<file path="config.mk">
export PLATFORM = sky130hd
export DESIGN_NAME = text_renderer
export DESIGN_NICKNAME = d
export VERILOG_FILES = /design/src/rtl/text_renderer_pkg.sv /design/src/rtl/text_renderer_character.sv /design/src/rtl/text_renderer.sv
export SDC_FILE = /design/constraint.sdc
export NUM_CORES = 1
export LEC_CHECK = 0
export CAP_MARGIN = 20
export CORE_MARGIN = 5
export CORE_UTILIZATION = 40
export CTS_CLUSTER_SIZE = 25
export DETAILED_ROUTE_END_ITERATION = 16
export SETUP_SLACK_MARGIN = 0.05
export SLEW_MARGIN = 0
export SYNTH_ARGS = -nofsm -noshare
export SYNTH_HDL_FRONTEND = slang
export SYNTH_SLANG_ARGS = --single-unit
</file>
<file path="constraint.sdc">
create_clock -name clock_i -period 6.7 [get_ports clock_i]
set_input_delay 2.01 -clock clock_i [delete_from_list [all_inputs] [get_ports clock_i]]
set_output_delay 2.01 -clock clock_i [all_outputs]
set_load 0.1 [all_outputs]
</file>
<file path="src/rtl/text_renderer_pkg.sv">
// Shared font geometry, coordinate widths, control codes and FSM state encoding
// for the text renderer and its glyph engine.
package text_renderer_pkg;

    localparam int FONT_WIDTH  = 5;
    localparam int FONT_HEIGHT = 7;
    localparam int CHAR_BITS   = 8;
    localparam int X_BITS      = 10;
    localparam int Y_BITS      = 9;
    localparam int ATTR_BITS   = 3;

    localparam logic [CHAR_BITS-1:0] CHAR_NEWLINE = 8'h0A;
    localparam logic [CHAR_BITS-1:0] CHAR_SPACE   = 8'h20;

    typedef enum logic [2:0] {
        ST_IDLE,
        ST_FETCH,
        ST_WAIT_DATA,
        ST_DRAW,
        ST_RELEASE,
        ST_ADVANCE,
        ST_DONE
    } state_e;

    // Row bitmap, leftmost pixel in the MSB. Codes without a glyph render as a hollow box.
    function automatic logic [FONT_WIDTH-1:0] glyph_row(input logic [CHAR_BITS-1:0] ch,
                                                       input logic [2:0] row);
        logic [FONT_WIDTH-1:0] r;
        r = '0;
        case (ch)
            8'h41: begin
                case (row)
                    3'd0:                   r = 5'b01110;
                    3'd3:                   r = 5'b11111;
                    3'd1, 3'd2, 3'd4, 3'd5, 3'd6: r = 5'b10001;
                    default:                r = 5'b00000;
                endcase
            end
            8'h42: begin
                case (row)
                    3'd0, 3'd3, 3'd6:       r = 5'b11110;
                    3'd1, 3'd2, 3'd4, 3'd5: r = 5'b10001;
                    default:                r = 5'b00000;
                endcase
            end
            8'h43: begin
                case (row)
                    3'd0, 3'd6:             r = 5'b01110;
                    3'd1, 3'd5:             r = 5'b10001;
                    3'd2, 3'd3, 3'd4:       r = 5'b10000;
                    default:                r = 5'b00000;
                endcase
            end
            default: begin
                case (row)
                    3'd0, 3'd6:             r = 5'b11111;
                    3'd1, 3'd2, 3'd3, 3'd4, 3'd5: r = 5'b10001;
                    default:                r = 5'b00000;
                endcase
            end
        endcase
        return r;
    endfunction

endpackage

</file>
<file path="src/rtl/text_renderer_character.sv">
// Glyph engine: scans one character cell pixel by pixel at the given scale while
// enabled, and holds has_finished until enable drops, which also rewinds the scan.
module character_renderer
    import text_renderer_pkg::*;
(
    input  logic                 clock_i,
    input  logic                 reset_i,
    input  logic                 enable_i,
    input  logic [CHAR_BITS-1:0] char_i,
    input  logic [X_BITS-1:0]    x_i,
    input  logic [Y_BITS-1:0]    y_i,
    input  logic [ATTR_BITS-1:0] size_i,
    output logic [X_BITS-1:0]    out_x_o,
    output logic [Y_BITS-1:0]    out_y_o,
    output logic                 is_drawing_o,
    output logic                 has_finished_o
);

    logic [2:0]           col_q, row_q;
    logic [ATTR_BITS-1:0] sx_q, sy_q;
    logic [X_BITS-1:0]    x_q;
    logic [Y_BITS-1:0]    y_q;
    logic                 draw_q, fin_q;

    logic [ATTR_BITS-1:0]  size_eff;
    logic                  sx_last, sy_last, col_last, row_last;
    logic [FONT_WIDTH-1:0] font_row;
    logic                  pix_on;
    logic [X_BITS-1:0]     pix_x;
    logic [Y_BITS-1:0]     pix_y;

    // A zero scale is treated as 1 so the scan always terminates.
    assign size_eff = (size_i == '0) ? ATTR_BITS'(1) : size_i;
    assign sx_last  = (sx_q == size_eff - ATTR_BITS'(1));
    assign sy_last  = (sy_q == size_eff - ATTR_BITS'(1));
    assign col_last = (col_q == 3'(FONT_WIDTH - 1));
    assign row_last = (row_q == 3'(FONT_HEIGHT - 1));

    assign font_row = glyph_row(char_i, row_q);
    assign pix_on   = font_row[3'(FONT_WIDTH - 1) - col_q];
    assign pix_x    = x_i + X_BITS'(col_q) * X_BITS'(size_eff) + X_BITS'(sx_q);
    assign pix_y    = y_i + Y_BITS'(row_q) * Y_BITS'(size_eff) + Y_BITS'(sy_q);

    always_ff @(posedge clock_i or posedge reset_i) begin
        if (reset_i) begin
            col_q  <= '0;
            row_q  <= '0;
            sx_q   <= '0;
            sy_q   <= '0;
            x_q    <= '0;
            y_q    <= '0;
            draw_q <= 1'b0;
            fin_q  <= 1'b0;
        end else if (!enable_i) begin
            col_q  <= '0;
            row_q  <= '0;
            sx_q   <= '0;
            sy_q   <= '0;
            draw_q <= 1'b0;
            fin_q  <= 1'b0;
        end else if (fin_q) begin
            draw_q <= 1'b0;
        end else begin
            x_q    <= pix_x;
            y_q    <= pix_y;
            draw_q <= pix_on;
            if (!sx_last) begin
                sx_q <= sx_q + ATTR_BITS'(1);
            end else begin
                sx_q <= '0;
                if (!col_last) begin
                    col_q <= col_q + 3'd1;
                end else begin
                    col_q <= '0;
                    if (!sy_last) begin
                        sy_q <= sy_q + ATTR_BITS'(1);
                    end else begin
                        sy_q <= '0;
                        if (!row_last) begin
                            row_q <= row_q + 3'd1;
                        end else begin
                            row_q <= '0;
                            fin_q <= 1'b1;
                        end
                    end
                end
            end
        end
    end

    assign out_x_o        = x_q;
    assign out_y_o        = y_q;
    assign is_drawing_o   = draw_q;
    assign has_finished_o = fin_q;

endmodule

</file>
<file path="src/rtl/text_renderer.sv">
// String layout controller: fetches characters from a synchronous text buffer,
// tracks the cursor with wrap/newline handling and drives one glyph engine.
module text_renderer
    import text_renderer_pkg::*;
#(
    parameter int ADDR_BITS    = 6,
    parameter int CHAR_SPACING = 1
) (
    input  logic                 clock_i,
    input  logic                 reset_i,
    input  logic                 start_i,
    input  logic [ADDR_BITS-1:0] length_i,
    input  logic [X_BITS-1:0]    origin_x_i,
    input  logic [Y_BITS-1:0]    origin_y_i,
    input  logic [ATTR_BITS-1:0] size_i,
    input  logic [X_BITS-1:0]    max_x_i,
    output logic [ADDR_BITS-1:0] rd_addr_o,
    input  logic [CHAR_BITS-1:0] rd_data_i,
    output logic [X_BITS-1:0]    out_x_o,
    output logic [Y_BITS-1:0]    out_y_o,
    output logic                 is_drawing_o,
    output logic                 busy_o,
    output logic                 done_o
);

    state_e               state_q;
    logic [ADDR_BITS-1:0] index_q, length_q, rd_addr_q;
    logic [X_BITS-1:0]    origin_x_q, max_x_q, cursor_x_q;
    logic [Y_BITS-1:0]    cursor_y_q;
    logic [ATTR_BITS-1:0] size_q;
    logic [CHAR_BITS-1:0] char_q;
    logic                 step_q, glyph_en_q, busy_q, done_q;

    logic [ADDR_BITS-1:0] index_next;
    logic [X_BITS-1:0]    x_step, glyph_w;
    logic [Y_BITS-1:0]    line_step;
    logic [X_BITS:0]      glyph_right;
    logic                 wrap_needed;
    logic                 glyph_drawing, glyph_finished;

    assign index_next  = index_q + ADDR_BITS'(1);
    assign x_step      = X_BITS'(size_q) * X_BITS'(FONT_WIDTH + CHAR_SPACING);
    assign glyph_w     = X_BITS'(size_q) * X_BITS'(FONT_WIDTH);
    assign line_step   = Y_BITS'(size_q) * Y_BITS'(FONT_HEIGHT + CHAR_SPACING);
    // Extra bit keeps the right-edge test honest when cursor + width overflows X_BITS.
    assign glyph_right = {1'b0, cursor_x_q} + {1'b0, glyph_w};
    assign wrap_needed = (glyph_right > {1'b0, max_x_q}) && (cursor_x_q != origin_x_q);

    always_ff @(posedge clock_i or posedge reset_i) begin
        if (reset_i) begin
            state_q    <= ST_IDLE;
            index_q    <= '0;
            length_q   <= '0;
            rd_addr_q  <= '0;
            origin_x_q <= '0;
            max_x_q    <= '0;
            cursor_x_q <= '0;
            cursor_y_q <= '0;
            size_q     <= '0;
            char_q     <= '0;
            step_q     <= 1'b0;
            glyph_en_q <= 1'b0;
            busy_q     <= 1'b0;
            done_q     <= 1'b0;
        end else begin
            done_q <= 1'b0;
            case (state_q)
                ST_IDLE: begin
                    if (start_i) begin
                        length_q   <= length_i;
                        origin_x_q <= origin_x_i;
                        max_x_q    <= max_x_i;
                        size_q     <= size_i;
                        cursor_x_q <= origin_x_i;
                        cursor_y_q <= origin_y_i;
                        index_q    <= '0;
                        busy_q     <= 1'b1;
                        if (length_i == '0) begin
                            state_q <= ST_DONE;
                        end else begin
                            rd_addr_q <= '0;
                            state_q   <= ST_FETCH;
                        end
                    end
                end
                ST_FETCH: begin
                    state_q <= ST_WAIT_DATA;
                end
                ST_WAIT_DATA: begin
                    char_q <= rd_data_i;
                    if (rd_data_i == CHAR_NEWLINE) begin
                        cursor_x_q <= origin_x_q;
                        cursor_y_q <= cursor_y_q + line_step;
                        step_q     <= 1'b0;
                        state_q    <= ST_ADVANCE;
                    end else if (rd_data_i == CHAR_SPACE) begin
                        step_q  <= 1'b1;
                        state_q <= ST_ADVANCE;
                    end else begin
                        if (wrap_needed) begin
                            cursor_x_q <= origin_x_q;
                            cursor_y_q <= cursor_y_q + line_step;
                        end
                        step_q     <= 1'b1;
                        glyph_en_q <= 1'b1;
                        state_q    <= ST_DRAW;
                    end
                end
                ST_DRAW: begin
                    if (glyph_finished) begin
                        glyph_en_q <= 1'b0;
                        state_q    <= ST_RELEASE;
                    end
                end
                ST_RELEASE: begin
                    state_q <= ST_ADVANCE;
                end
                ST_ADVANCE: begin
                    if (step_q) begin
                        cursor_x_q <= cursor_x_q + x_step;
                    end
                    index_q <= index_next;
                    if (index_next == length_q) begin
                        state_q <= ST_DONE;
                    end else begin
                        rd_addr_q <= index_next;
                        state_q   <= ST_FETCH;
                    end
                end
                ST_DONE: begin
                    done_q  <= 1'b1;
                    busy_q  <= 1'b0;
                    state_q <= ST_IDLE;
                end
                default: begin
                    glyph_en_q <= 1'b0;
                    state_q    <= ST_IDLE;
                end
            endcase
        end
    end

    character_renderer u_char (
        .clock_i       (clock_i),
        .reset_i       (reset_i),
        .enable_i      (glyph_en_q),
        .char_i        (char_q),
        .x_i           (cursor_x_q),
        .y_i           (cursor_y_q),
        .size_i        (size_q),
        .out_x_o       (out_x_o),
        .out_y_o       (out_y_o),
        .is_drawing_o  (glyph_drawing),
        .has_finished_o(glyph_finished)
    );

    assign is_drawing_o = glyph_drawing && (state_q == ST_DRAW);
    assign rd_addr_o    = rd_addr_q;
    assign busy_o       = busy_q;
    assign done_o       = done_q;

endmodule

</file>
==> impl_metrics.toml <==
[routing]
vias = 5506
wirelength_um = 16200
drt_first_pass_iters = 5
vias_per_cell = 5.14
route.antenna.remaining_nets = 0
drt_drc_violations_left = 0
first_iter_violations = 248
avgRoutedWirePerCell_um = 15.1

[clock_network]
ctsResizeCount = 0
cts.sinks = 108
ctsHoldBuffers = 0
insertion_delay_ns = 0.36
root_buffer = "clkbuf_16"
clkTransAtPathRegs_ns = 0.07
cts_setup_buffers = 0
htreeDepth = 3
cts_tree = "done"
numCtsBuffers = 9
cts_buffer_depth = 2

[logic_synthesis]
syn_area_um2 = 7260
syn-num-nets = 913
synthCells = 778
ys_types = 64
ys_ff_latch = 108
avgSynthCellArea_um2 = 9.33
synth-main-ff-cell = "dfrtp_1"
synth_area_leaders = "dfrtp_1 37%, ha_1 12%, nand2_1 5.4%"
synthArstFlopShare = 1.00
yosysTopAreaCell = "dfrtp_1"
ys_seq_area_frac = 0.372
synth-edff-count = 0
synth_top_area_share = 0.372
yosysWarnings = 0

[final_layout]
antennaDiodeCount = 0
drive_above_1_share = 0.0652
layout.nets = 974
areaGrowthSynthToFinish_pct = 17.4
num-fill-cells = 1733

[setup_path]
startpoint_type = "register"
path_max_fanout = 7
arrival_ns = 4.87
critPathCaptureType = "register"
critPathKind = "reg2reg"
cp.required_ns = 6.93

[floorplanning]
start_util = 0.405
core_um2 = 17900
ios = 77
die_w_um = 145
die-area_um2 = 20900
die_h_um = 145
rows = 49

[pwr]
leakage_nw = 3.82
power_mw = 4.74
powerDensity_nw_per_um2 = 556
vdd_drop_max_mv = 0.352

[global_route]
grt_pass1_vias = 5436
grt_max_degree = 75
grt_pass1_wl_um = 27400
antenna_found_initial = 0
grtUsageTotal = 0.164
grt.overflow.total = 0

[timing]
fmax_ghz = 0.216
worst-slew-pin-transition_ns = 0.992
setup-violations-final = 0
skew_ns = 0.00939
period_needed_ns = 4.64
relSlewSlack = 0.337
setup_tns_ns = 0
rsz0062_at_grt = "false"
hold_violations = 0
timing.hold.ws_ns = 0.478
drv_slew = 0
fin_crit_sh = 0.692

[place]
gp_congestion = 0.894
dpl.hpwl_um = 12300
port_buffers = 76

[job]
drv_cap = 0

[outcome]
status = "complete, no violations"

[min_path]
hold_class = "reg2reg"
==> per-stage QoR <==
step                      area [µm²]  worst slack (ns)  instances  utilization
after global placement          8220              2.06       1057        0.459
after global routing            8520              1.58       1072        0.476
after CTS                       8520              1.99       1072        0.476
final                           8520              2.06       1072        0.476
after detailed placement        8220              2.00       1057        0.459
after floorplan                 7260              1.84        778            -
==> synthesized netlist by cell type (5+ instances only) <==
library cell,instances
dfrtp_1,108
nand2_1,104
inv_1,77
o21ai_0,75
ha_1,67
a21oi_1,43
nor2_1,43
xnor2_1,29
clkbuf_1,26
mux2_2,24
fa_1,19
xor2_1,18
a21o_1,9
nand3b_1,8
nor2b_1,8
nor3_1,8
a211oi_1,7
o22ai_1,7
a221oi_1,6
nand4_1,6
o31ai_1,6
nor4_1,5
==> flip-flops by register name, summed over array words and instances (netlist names), 3 cells and up <==
signal / cells
u_char.out_y_o: 9
max_x_q: 10
rd_addr_o: 6
cursor_y_q: 9
size_q: 3
index_q: 6
char_q: 8
u_char.row_q: 3
u_char.sx_q: 3
state_q: 3
u_char.out_x_o: 10
origin_x_q: 10
length_q: 6
u_char.sy_q: 3
u_char.col_q: 3
cursor_x_q: 10
==> placed cells by master, fill, tap and decap left out, types with 3 or more instances in the layout <==
| master | count |
|---|---|
| xor2_1 | 18 |
| nand2_1 | 104 |
| nand3b_1 | 8 |
| xnor2_1 | 29 |
| o211ai_1 | 3 |
| clkbuf_16 | 9 |
| a31oi_1 | 4 |
| o2bb2ai_1 | 4 |
| o21ai_0 | 75 |
| a221oi_1 | 6 |
| clkdlybuf4s50_1 | 76 |
| inv_1 | 76 |
| nor2b_1 | 8 |
| ha_1 | 67 |
| nor4_1 | 5 |
| nand4_1 | 6 |
| dfrtp_1 | 108 |
| a211oi_1 | 7 |
| a22o_1 | 4 |
| mux2i_1 | 3 |
| a22oi_1 | 3 |
| o31ai_1 | 6 |
| nor3_1 | 8 |
| buf_4 | 5 |
| a21oi_1 | 43 |
| nor2_1 | 43 |
| and2_1 | 3 |
| mux2_2 | 24 |
| nand2b_1 | 4 |
| o22ai_1 | 7 |
| fa_1 | 19 |
| nand3_1 | 4 |
| a21o_1 | 9 |
| o21bai_1 | 3 |
==> worst paths after layout <==
kind / start / endpoint / slack, ns / cells past startpoint
setup / recovery: size_q[1]$_DFFE_PP0P_ / u_char.out_x_o[8]$_DFFE_PP0P_ / 2.06 / 17
hold / removal: u_char.out_x_o[5]$_DFFE_PP0P_ / u_char.out_x_o[5]$_DFFE_PP0P_ / 0.48 / 2
setup reg to reg: size_q[1]$_DFFE_PP0P_ / u_char.out_x_o[8]$_DFFE_PP0P_ / 2.06 / 17
hold reg to reg: u_char.out_x_o[5]$_DFFE_PP0P_ / u_char.out_x_o[5]$_DFFE_PP0P_ / 0.48 / 2
max in group asynchronous: reset_i / char_q[5]$_DFFE_PP0P_ / 3.47 / 3
min in group asynchronous: reset_i / max_x_q[5]$_DFFE_PP0P_ / 2.21 / 2
==> cell type report <==
type / count / area [µm²] / area share
repair buffers: 81 / 798 / 0.0937
clock buffers: 10 / 239 / 0.0280
clock inverters: 5 / 60.1 / 0.00705
multi-input cells: 562 / 4140 / 0.486
flip-flops and latches: 108 / 2700 / 0.317
inverters: 77 / 292 / 0.0342
well taps: 229 / 287 / 0.0336
==> cells by family (layout without fill, tap and decap cells) <==
family / count (synthesis) / in the layout / synth area share
mux: 27 / 27 / 0.0414
flops: 108 / 108 / 0.372
xor+xnor: 48 / 48 / 0.0598
simple gates: 209 / 209 / 0.137
buf+inv: 108 / 173 / 0.0583
fa+ha+maj: 86 / 86 / 0.168
compound gates: 192 / 192 / 0.163
==> where the power goes <==
part           leakage, nW  switching (mW)  internal, mW
Combinational         2.35            1.79          1.15
Clock                0.145           0.253         0.300
Sequential            1.33           0.302         0.949
Total                 3.82            2.34          2.40
==> critical path: stages (launching register included) <==
cell	delay, ns
dfrtp_1	0.48
inv_1	0.24
ha_1	0.21
nor2b_1	0.34
nor2_1	0.14
nand2_1	0.11
fa_1	0.44
fa_1	0.49
fa_1	0.57
inv_1	0.06
ha_1	0.28
a21o_1	0.17
a21oi_1	0.25
o21ai_0	0.12
o211a_1	0.16
o21ai_0	0.20
xor2_1	0.17
o21ai_0	0.08
==> layer usage <==
| layer | vias up | global-route usage | part of all wire |
|---|---|---|---|
| met3 | 11 | 0.0437 | 0.053 |
| li1 | 2802 | - | - |
| met5 | - | 0 | 0 |
| met1 | 2588 | 0.237 | 0.50 |
| met4 | 0 | 0.0339 | 0.0089 |
| met2 | 105 | 0.250 | 0.44 |
No activity file was read; power rests on OpenSTA's default activity.
